File: src/rtl/mlp_param_loader.sv
// Loader for the MLP core's parameter banks: takes a framed word stream (header,
// W1, B1, W2, B2, XOR checksum) and turns it into one-cycle bank write strobes.
//
// state | meaning
// IDLE  | waiting for start, no load since reset
// HDR   | expecting the MAGIC header word
// W1    | receiving INPUT_NUM*NEURON_NUM layer-1 weights
// B1    | receiving NEURON_NUM layer-1 biases
// W2    | receiving NEURON_NUM*OUTPUT_NUM layer-2 weights
// B2    | receiving OUTPUT_NUM layer-2 biases
// CHK   | expecting the XOR checksum word
// DONE  | last load good, parameters valid
// ERR   | last load failed (bad header or checksum)
module mlp_param_loader #(
    parameter int INPUT_NUM  = 5,
    parameter int NEURON_NUM = 8,
    parameter int OUTPUT_NUM = 4,
    parameter int WORD_BIT   = 6,
    parameter int ADDR_BIT   = 6,
    parameter logic [WORD_BIT-1:0] MAGIC = 'h2A
) (
    input  logic                clk,
    input  logic                arstb,
    input  logic                start,
    input  logic                s_valid,
    input  logic [WORD_BIT-1:0] s_data,
    output logic                s_ready,
    output logic                wr_en,
    output logic [1:0]          wr_sel,
    output logic [ADDR_BIT-1:0] wr_addr,
    output logic [WORD_BIT-1:0] wr_data,
    output logic                cal_inhibit,
    output logic                busy,
    output logic                done,
    output logic                err,
    output logic                params_valid
);

    localparam int W1_LEN = INPUT_NUM * NEURON_NUM;
    localparam int B1_LEN = NEURON_NUM;
    localparam int W2_LEN = NEURON_NUM * OUTPUT_NUM;
    localparam int B2_LEN = OUTPUT_NUM;

    typedef enum logic [3:0] {
        S_IDLE, S_HDR, S_W1, S_B1, S_W2, S_B2, S_CHK, S_DONE, S_ERR
    } state_t;

    state_t              state, state_nxt;
    logic [ADDR_BIT-1:0] idx;
    logic [ADDR_BIT-1:0] idx_last;
    logic [WORD_BIT-1:0] csum;
    logic [1:0]          bank_sel;
    logic                in_bank;
    logic                idle_like;
    logic                xfer;
    logic                bank_end;

    assign in_bank   = (state == S_W1) || (state == S_B1) || (state == S_W2) || (state == S_B2);
    assign idle_like = (state == S_IDLE) || (state == S_DONE) || (state == S_ERR);
    assign busy        = !idle_like;
    assign cal_inhibit = !idle_like;
    assign s_ready     = !idle_like;
    assign xfer        = s_valid && s_ready;
    assign bank_end    = (idx == idx_last);

    always_comb begin
        idx_last = '0;
        bank_sel = 2'd0;
        case (state)
            S_W1: begin idx_last = ADDR_BIT'(W1_LEN - 1); bank_sel = 2'd0; end
            S_B1: begin idx_last = ADDR_BIT'(B1_LEN - 1); bank_sel = 2'd1; end
            S_W2: begin idx_last = ADDR_BIT'(W2_LEN - 1); bank_sel = 2'd2; end
            S_B2: begin idx_last = ADDR_BIT'(B2_LEN - 1); bank_sel = 2'd3; end
            default: ;
        endcase
    end

    always_ff @(posedge clk or negedge arstb) begin
        if (!arstb) state <= S_IDLE;
        else        state <= state_nxt;
    end

    always_comb begin
        state_nxt = state;
        case (state)
            S_IDLE, S_DONE, S_ERR: if (start) state_nxt = S_HDR;
            S_HDR: if (xfer) state_nxt = (s_data == MAGIC) ? S_W1 : S_ERR;
            S_W1:  if (xfer && bank_end) state_nxt = S_B1;
            S_B1:  if (xfer && bank_end) state_nxt = S_W2;
            S_W2:  if (xfer && bank_end) state_nxt = S_B2;
            S_B2:  if (xfer && bank_end) state_nxt = S_CHK;
            S_CHK: if (xfer) state_nxt = (s_data == csum) ? S_DONE : S_ERR;
            default: state_nxt = S_IDLE;
        endcase
    end

    always_ff @(posedge clk or negedge arstb) begin
        if (!arstb) begin
            idx          <= '0;
            csum         <= '0;
            wr_en        <= 1'b0;
            wr_sel       <= 2'd0;
            wr_addr      <= '0;
            wr_data      <= '0;
            done         <= 1'b0;
            err          <= 1'b0;
            params_valid <= 1'b0;
        end else begin
            wr_en <= 1'b0;
            if (idle_like && start) begin
                idx          <= '0;
                csum         <= '0;
                done         <= 1'b0;
                err          <= 1'b0;
                params_valid <= 1'b0;
            end
            if (xfer && in_bank) begin
                wr_en   <= 1'b1;
                wr_sel  <= bank_sel;
                wr_addr <= idx;
                wr_data <= s_data;
                csum    <= csum ^ s_data;
                idx     <= bank_end ? '0 : idx + 1'b1;
            end
            if (xfer && (state == S_HDR) && (s_data != MAGIC))
                err <= 1'b1;
            if (xfer && (state == S_CHK)) begin
                if (s_data == csum) begin
                    done         <= 1'b1;
                    params_valid <= 1'b1;
                end else begin
                    err <= 1'b1;
                end
            end
        end
    end

endmodule

File: config.mk
export PLATFORM = sky130hd
export DESIGN_NAME = mlp_param_loader
export DESIGN_NICKNAME = d
export VERILOG_FILES = /design/src/rtl/mlp_param_loader.sv
export SDC_FILE = /design/constraint.sdc
export NUM_CORES = 1
export LEC_CHECK = 0
export ABC_CLOCK_PERIOD_IN_PS = 2280
export CAP_MARGIN = 10
export CORE_MARGIN = 2
export CORE_UTILIZATION = 47
export CTS_CLUSTER_SIZE = 30
export DETAILED_ROUTE_END_ITERATION = 10
export PLACE_DENSITY_LB_ADDON = 0.25
export SYNTH_ARGS = -nofsm -noshare
export SYNTH_HDL_FRONTEND = slang
export SYNTH_SLANG_ARGS = --single-unit
export TNS_END_PERCENT = 10
File: constraint.sdc
create_clock -name clk -period 2.28 [get_ports clk]
set_input_delay 0.456 -clock clk [delete_from_list [all_inputs] [get_ports clk]]
set_output_delay 0.456 -clock clk [all_outputs]
set_load 0.01 [all_outputs]
==> results of run 1 <==
==> state kept, by name, indices dropped and copies added (netlist names) <==
signal,cells
csum,6
idx,6
wr_addr,6
wr_data,6
state,4
wr_sel,2
done,1
err,1
params_valid,1
wr_en,1
==> cell type report <==
| class | count | area (um2) |
|---|---|---|
| Timing Repair Buffer | 41 | 387.9 |
| Clock buffer | 8 | 110.1 |
| Multi-Input combinational cell | 146 | 847.1 |
| Sequential cell | 34 | 855.8 |
| Inverter | 5 | 18.77 |
| Tap cell | 48 | 60.06 |
| Fill cell | 310 | 1381 |
==> power breakdown <==
group / switching (W) / total [W] / internal [W] / leakage [nW]
Clock: 0.000223 / 0.000528 / 0.000305 / 0.0575
Sequential: 0.000241 / 0.00108 / 0.000843 / 0.428
Combinational: 0.000700 / 0.00141 / 0.000710 / 0.591
==> metrics by stage <==
step / TNS, ns / instance area (um2) / std cells / hold WS (ns)
final: 0 / 2280 / 282 / 0.4736
after detailed placement: 0 / 2157 / 274 / 0.4612
after global placement: 0 / 2157 / 274 / 0.4619
after CTS: 0 / 2273 / 282 / 0.4779
after floorplan: 0 / 1794 / 198 / 0.1604
after global routing: -0.01108 / 2280 / 282 / 0.5068
==> metal layers <==
metal  part of all wire, %  vias up  track usage (%)
met1                    48      729            26.50
met5                     0        -                0
li1                      -      749                -
met3                   4.5        8            5.281
met4                   2.1        0            8.594
met2                    46       31            30.18
==> worst max path at each step <==
stage                    startpoint                   end  slack, ns
2_1_floorplan  state[1]$_DFFE_PN0P_  state[2]$_DFFE_PN0P_       0.38
4_1_cts        state[0]$_DFFE_PN0P_                  busy       0.05
3_5_place_dp                  start  state[2]$_DFFE_PN0P_      0.007
3_3_place_gp                  start  state[2]$_DFFE_PN0P_       0.02
6_report       state[0]$_DFFE_PN0P_               s_ready       0.07
5_1_grt        state[0]$_DFFE_PN0P_               s_ready      -0.01
==> synth_stat cells, types with 3 or more instances <==
master    instances
a21o_1            7
a21oi_1           4
buf_4             4
clkbuf_1          6
dfrtp_1          34
inv_1             5
nand2_1          49
nand3_1           7
nor2_1            7
nor3_1            4
nor4_1            5
o21ai_0          21
or3_1             3
xnor2_1           3
xor2_1            7
==> worst reg2reg max path, delay by kind of cell, from the launching register on <==
| family | cells | cell delay, ns |
|---|---|---|
| AO/OA/AOI/OAI | 3 | 0.89 |
| flip-flops | 1 | 0.48 |
| AND/OR/NAND/NOR | 3 | 0.52 |
==> logic make-up after synthesis <==
kind of cell | Yosys count | synth area share, %
xor gates and xnor gates | 10 | 4.882
buffers and inverters | 18 | 5.509
AOI/OAI and AO/OA | 44 | 15.76
DFF | 34 | 47.42
and+or+nand+nor | 89 | 24.55
muxes | 1 | 0.6276
adders and majority gates | 2 | 1.255
==> layout by cell type (no fill, tap or decap), types with 2 or more instances in the layout <==
| cell | Yosys | routed |
|---|---|---|
| inv_1 | 5 | 5 |
| a21o_1 | 7 | 7 |
| buf_4 | 4 | 11 |
| o22ai_1 | 2 | 2 |
| nor4_1 | 5 | 5 |
| dfrtp_2 | 0 | 4 |
| xor2_1 | 7 | 7 |
| clkbuf_8 | 0 | 8 |
| or3_1 | 3 | 3 |
| nor3_1 | 4 | 4 |
| nor2b_1 | 2 | 2 |
| clkdlybuf4s50_1 | 0 | 28 |
| o21ai_0 | 21 | 21 |
| nor2_1 | 7 | 6 |
| dlymetal6s2s_1 | 0 | 2 |
| o21a_1 | 2 | 2 |
| nand3_1 | 7 | 7 |
| nor3b_1 | 2 | 2 |
| a21oi_1 | 4 | 4 |
| xnor2_1 | 3 | 3 |
| dfrtp_1 | 34 | 30 |
| nand2b_1 | 2 | 2 |
| nand2_1 | 49 | 49 |
==> repair_timing <==
| action | 4_1_cts | 5_1_grt |
|---|---|---|
| endpoints found under the setup margin | 3 | 3 |
| cloned | 0 | 0 |
| gates resized for setup | 4 | 3 |
==> results.tsv, run 1 <==
stage	metric	value	unit
status	status	finished, final reports clean	
worst_setup_path	path_cells	and4b_1 > nor2_2 > clkdlybuf4s50_1	
final_layout	insertedDiodeCount	0	
synth	synth_ff_type	dfrtp_1	
pwr	power	0.003021	W
floorplan	die_h	65.79	um
clocking	root_buffer	clkbuf_8	
synth	synth_area_leader_cell	dfrtp_1	
grt	grt_pass1_wl	6.423	mm
synth	ys_seq_area_share	47.42	%
floorplan	num_rows	22	
worst_setup_path	worstSetupPathType	flip-flop to primary output	
final_layout	area_growth_syn_to_layout	27.06	%
pwr	p_per_area	1325	nW/um2
pwr	power_leakage	1.077	nW
synth	yosysWarningCount	0	
floorplan	core_area	3661	um2
min_path	holdPathEnd	wr_data[1]$_DFFE_PN0P_	
min_path	hp-start	wr_data[1]$_DFFE_PN0P_	
grt	grt_remaining_overflow	0	
sta	finalCritPeriodShare	96.83	%
place	pre_cts_ws	0.007425	ns
sta	slew_headroom	71.98	%
floorplan	die_w	65.79	um
grt	gr-usage-all-layers	19.80	%
synth	avgSynthCellArea	9.062	um2
sta	setup_viol	0	
synth	synthArstFlopShare	100.0	%
clocking	cts_setup_buffers	0	
worst_setup_path	crit_arrival	1.75	ns
worst_setup_path	path_delay_family	buffers and inverters	
worst_setup_path	reg2reg_from	state[1]$_DFFE_PN0P_	
detailed_routing	drc	0	
clocking	hold_buffers	0	
clocking	cts_buffers	5	
sta	worst_pin_slew	0.4203	ns
detailed_routing	drt-total-wl	3.720	mm
clocking	clk_latency	0.29	ns
worst_setup_path	ff2ff_path_depth	6	
min_path	min_path_type	flip-flop to flip-flop	
place	globalplace.congestion	0.7889	
grt	grt_pass1_vias	1400	
worst_setup_path	worstPathRequired	1.82	ns
worst_setup_path	slowest_delay	0.55	ns
synth	synthTopCellsByArea	dfrtp_1, nand2_1, o21ai_0	
clocking	clk_pin_slew_worst_paths	0.07	ns
run	maxCapViolations	0	
detailed_routing	drt-initial-drc-count	73	
detailed_routing	avgViaCountPerCell	5.379	
synth	netlist_area	1794	um2
worst_setup_path	startpoint_type	flip-flop	
synth	synth-seq-cells	34	
sta	rsz0062_at_grt	yes	
worst_setup_path	cp.depth	3	
sta	hold_viol	0	
final_layout	fin_util	62.27	%
sta	period_minus_slack	2.208	ns
worst_setup_path	cp_slowest_cell	clkdlybuf4s50_1	
final_layout	drive_gt1_share	12.39	%
clocking	cts_max_level	2	
sta	fmax	453.0	MHz
synth	synth_top_cell_area_share	47.42	%
grt	grt_max_degree	35	
grt	antenna_found_initial	0	
floorplan	io_pins	31	
worst_setup_path	cp-end-kind	primary output	
worst_setup_path	crit_buf_inv	1	
synth	postSynthCellCount	198	
detailed_routing	vias	1517	
sta	fin_skew	0.004107	ns
final_layout	nNetsFinal	244	
place	io_buffers	30	
sta	final.setup.worst_slack	0.07236	ns
detailed_routing	dr.pass1.iters	4	
clocking	cts_tree	yes	
floorplan	initial_utilization	49.01	%
synth	synth_edf_count	0	
synth	synth_fp_nets	209	
sta	slew_viol_final	0	
worst_setup_path	path_max_fanout	11	
pwr	irDropWorstVdd	629.2	uV
worst_setup_path	r2r_end	state[2]$_DFFE_PN0P_	
place	hpwlAfterDp	2.655	mm
worst_setup_path	reg2reg_setup_slack	0.28	ns
synth	synthDistinctLibCells	41	
clocking	clk_path_buf_depth	2	
floorplan	dieArea	4328	um2
detailed_routing	postRouteAntennaNets	0	
min_path	holdPathStages	2	
detailed_routing	wire_per_inst	13.19	um
clocking	clock_sinks	34	
Note: power is estimated with default switching activity, not from simulation.
==> run 2: changes to the inputs <==
Settings changed: CTS_BUF_LIST from default to sky130_fd_sc_hd__clkbuf_16, CTS_CLUSTER_DIAMETER from default to 150, REMOVE_ABC_BUFFERS from default to 1.
==> run 2 against run 1 <==
  * Maximum frequency is 0.20% lower
  * Highest routed layer unchanged
  * Sequential power barely moved
  * Clock skew decreased by 0.0011 ns
  * Routed wire length grew 3.5%
  * Global-route usage grew 1.4 points
  * First-iteration DRC count grew 93%
  * Critical path type unchanged
  * Via count is 1.2% lower
==> results.tsv, run 2 (synthesized netlist as in run 1, its figures left out) <==
stage	metric	value	unit	change
floorplan	io_pins	31		unchanged
clocking	clk_path_buf_depth	2		unchanged
detailed_routing	drt-initial-drc-count	141		was 73
pwr	power_frac_clock	19.9	%	was 17.5%
final_layout	insertedDiodeCount	0		unchanged
detailed_routing	postRouteAntennaNets	0		unchanged
clocking	clock_sinks	34		unchanged
final_layout	final_cell_mix	nand2_1, dfrtp_1, clkdlybuf4s50_1		unchanged
sta	period_minus_slack	2.212	ns	was 2.208 ns
grt	gr-usage-all-layers	21.16	%	was 19.80%
detailed_routing	avgViaCountPerCell	5.297		was 5.379
grt	grt_pass1_vias	1445		was 1,400
sta	fin_skew	0.003016	ns	was 0.004107 ns
floorplan	die_h	65.79	um	unchanged
floorplan	num_rows	22		unchanged
clocking	root_buffer	clkbuf_16		was clkbuf_8
grt	grt_max_degree	35		unchanged
grt	antenna_found_initial	0		unchanged
sta	hold_viol	0		unchanged
pwr	p_per_area	1348	nW/um2	was 1325 nW/um2
clocking	cts_setup_buffers	0		unchanged
sta	rsz0062_at_grt	no		was yes
sta	fin_setup_tns	0	ns	unchanged
detailed_routing	drt-total-wl	3.849	mm	was 3.720 mm
sta	slew_headroom	70.64	%	was 71.98%
worst_setup_path	path_max_fanout	11		unchanged
sta	worst_pin_slew	0.4404	ns	was 0.4203 ns
floorplan	initial_utilization	49.01	%	unchanged
min_path	min_path_type	flip-flop to flip-flop		unchanged
clocking	clk_pin_slew_worst_paths	0.05	ns	was 0.07 ns
worst_setup_path	cp-end-kind	primary output		unchanged
detailed_routing	drc	0		unchanged
pwr	seqPwrFrac	35.0	%	was 35.9%
pwr	power_frac_comb	45.0	%	was 46.7%
worst_setup_path	worstSetupPathType	flip-flop to primary output		unchanged
detailed_routing	dr.pass1.iters	4		unchanged
pwr	irDropWorstVdd	630.1	uV	was 629.2 uV
worst_setup_path	startpoint_type	flip-flop		unchanged
sta	setup_viol	0		unchanged
sta	fmax	452.1	MHz	was 453.0 MHz
pwr	switching_share	37.79	%	was 38.51%
floorplan	core_area	3661	um2	unchanged
final_layout	final_common_cell	nand2_1		unchanged
pwr	p_sw	0.001181	W	was 0.001163 W
worst_setup_path	worstPathRequired	1.82	ns	about the same
clocking	cts_max_level	2		unchanged
place	globalplace.congestion	0.8731		was 0.7889
status	status	finished, final reports clean		unchanged
sta	holdWs	0.4714	ns	was 0.4736 ns
place	placedCellCount	275		was 274
final_layout	drive_gt1_share	12.34	%	was 12.39%
final_layout	nNetsFinal	245		was 244
clocking	cts_buffers	5		unchanged
sta	finalCritPeriodShare	97.02	%	was 96.83%
final_layout	final_cells	283		was 282
pwr	power_leakage	1.096	nW	was 1.077 nW
detailed_routing	vias	1499		was 1,517
place	io_buffers	30		unchanged
detailed_routing	wire_per_inst	13.60	um	was 13.19 um
floorplan	dieArea	4328	um2	unchanged
clocking	clk_latency	0.28	ns	was 0.29 ns
floorplan	die_w	65.79	um	unchanged
place	hpwlAfterDp	2.613	mm	was 2.655 mm
sta	slew_viol_final	0		unchanged
worst_setup_path	crit_arrival	1.76	ns	was 1.75 ns
grt	grt_pass1_wl	6.817	mm	was 6.423 mm
run	maxCapViolations	0		unchanged
pwr	p_int	0.001943	W	was 0.001858 W
clocking	cts_tree	yes		unchanged
grt	grt_remaining_overflow	0		unchanged
final_layout	area_growth_syn_to_layout	29.15	%	was 27.06%
==> run 2: final cells by class <==
| class | instances | area [um2] |
|---|---|---|
| fillers | 314 | 1344 |
| clock buffers | 5 | 125.1 |
| multi-input cells | 146 | 852.1 |
| clock inverters | 3 | 12.51 |
| inverters | 5 | 18.77 |
| repair buffers | 42 | 392.9 |
| well taps | 48 | 60.06 |
| flip-flops and latches | 34 | 855.8 |
==> run 2: path summary, 6_finish.rpt <==
path                                              from                endpoint  slack, ns  depth (start not counted)
worst max-delay path              state[0]$_DFFE_PN0P_             cal_inhibit       0.07                          3
min in group asynchronous                        arstb   wr_sel[0]$_DFFE_PN0P_       0.60                          2
worst max register to register    state[3]$_DFFE_PN0P_    state[2]$_DFFE_PN0P_       0.25                          6
max in group asynchronous                        arstb    state[3]$_DFFE_PN0P_       1.34                          2
worst min register to register  wr_data[1]$_DFFE_PN0P_  wr_data[1]$_DFFE_PN0P_       0.47                          2
worst min-delay path            wr_data[1]$_DFFE_PN0P_  wr_data[1]$_DFFE_PN0P_       0.47                          2
==> run 2: power by group through the flow <==
stage	clock (W)	sequential, W	combinational [W]
after floorplan	0	0.00112	0.000757
after global placement	0	0.00108	0.00139
after detailed placement	0	0.00109	0.00140
after CTS	0.000645	0.00109	0.00141
after global routing	0.000668	0.00113	0.00157
final	0.000623	0.00109	0.00141
==> run 2: critical path: stages (launching register included) <==
cell and delay [ns]:
dfrtp_2 0.49, and4b_1 0.28, nor2_2 0.15, clkdlybuf4s50_1 0.56
==> run 2: metrics by stage <==
step	setup slack, ns	utilization, %	cell area, um2	power (W)
after floorplan	0.2495	-	1714	0.001877
after global placement	0.06969	59.13	2165	0.002466
after detailed placement	0.01127	59.13	2165	0.002484
after CTS	0.06550	63.09	2310	0.003147
after global routing	0.005172	63.29	2317	0.003369
final	0.06795	63.29	2317	0.003124
==> run 2: per-layer routing <==
| metal | share of wire, % | wire (um) | global-route usage [%] |
|---|---|---|---|
| met2 | 46 | 1789 | 32.20 |
| met1 | 48 | 1831 | 28.08 |
| met4 | 1.6 | 60 | 8.333 |
| met5 | 0 | 0 | 0 |
| met3 | 4.3 | 167 | 6.644 |
==> run 2: repair_timing <==
item                       CTS  global route
gates resized for setup      5             2
pin swaps                    0             0
setup endpoints to repair    3             3
hold buffers                 0             0
==> run 3: changes to the inputs <==
Settings changed: SLEW_MARGIN from default to 20.
==> results of run 3 <==
Final layout, timing and power as in run 2 (identical DEF).
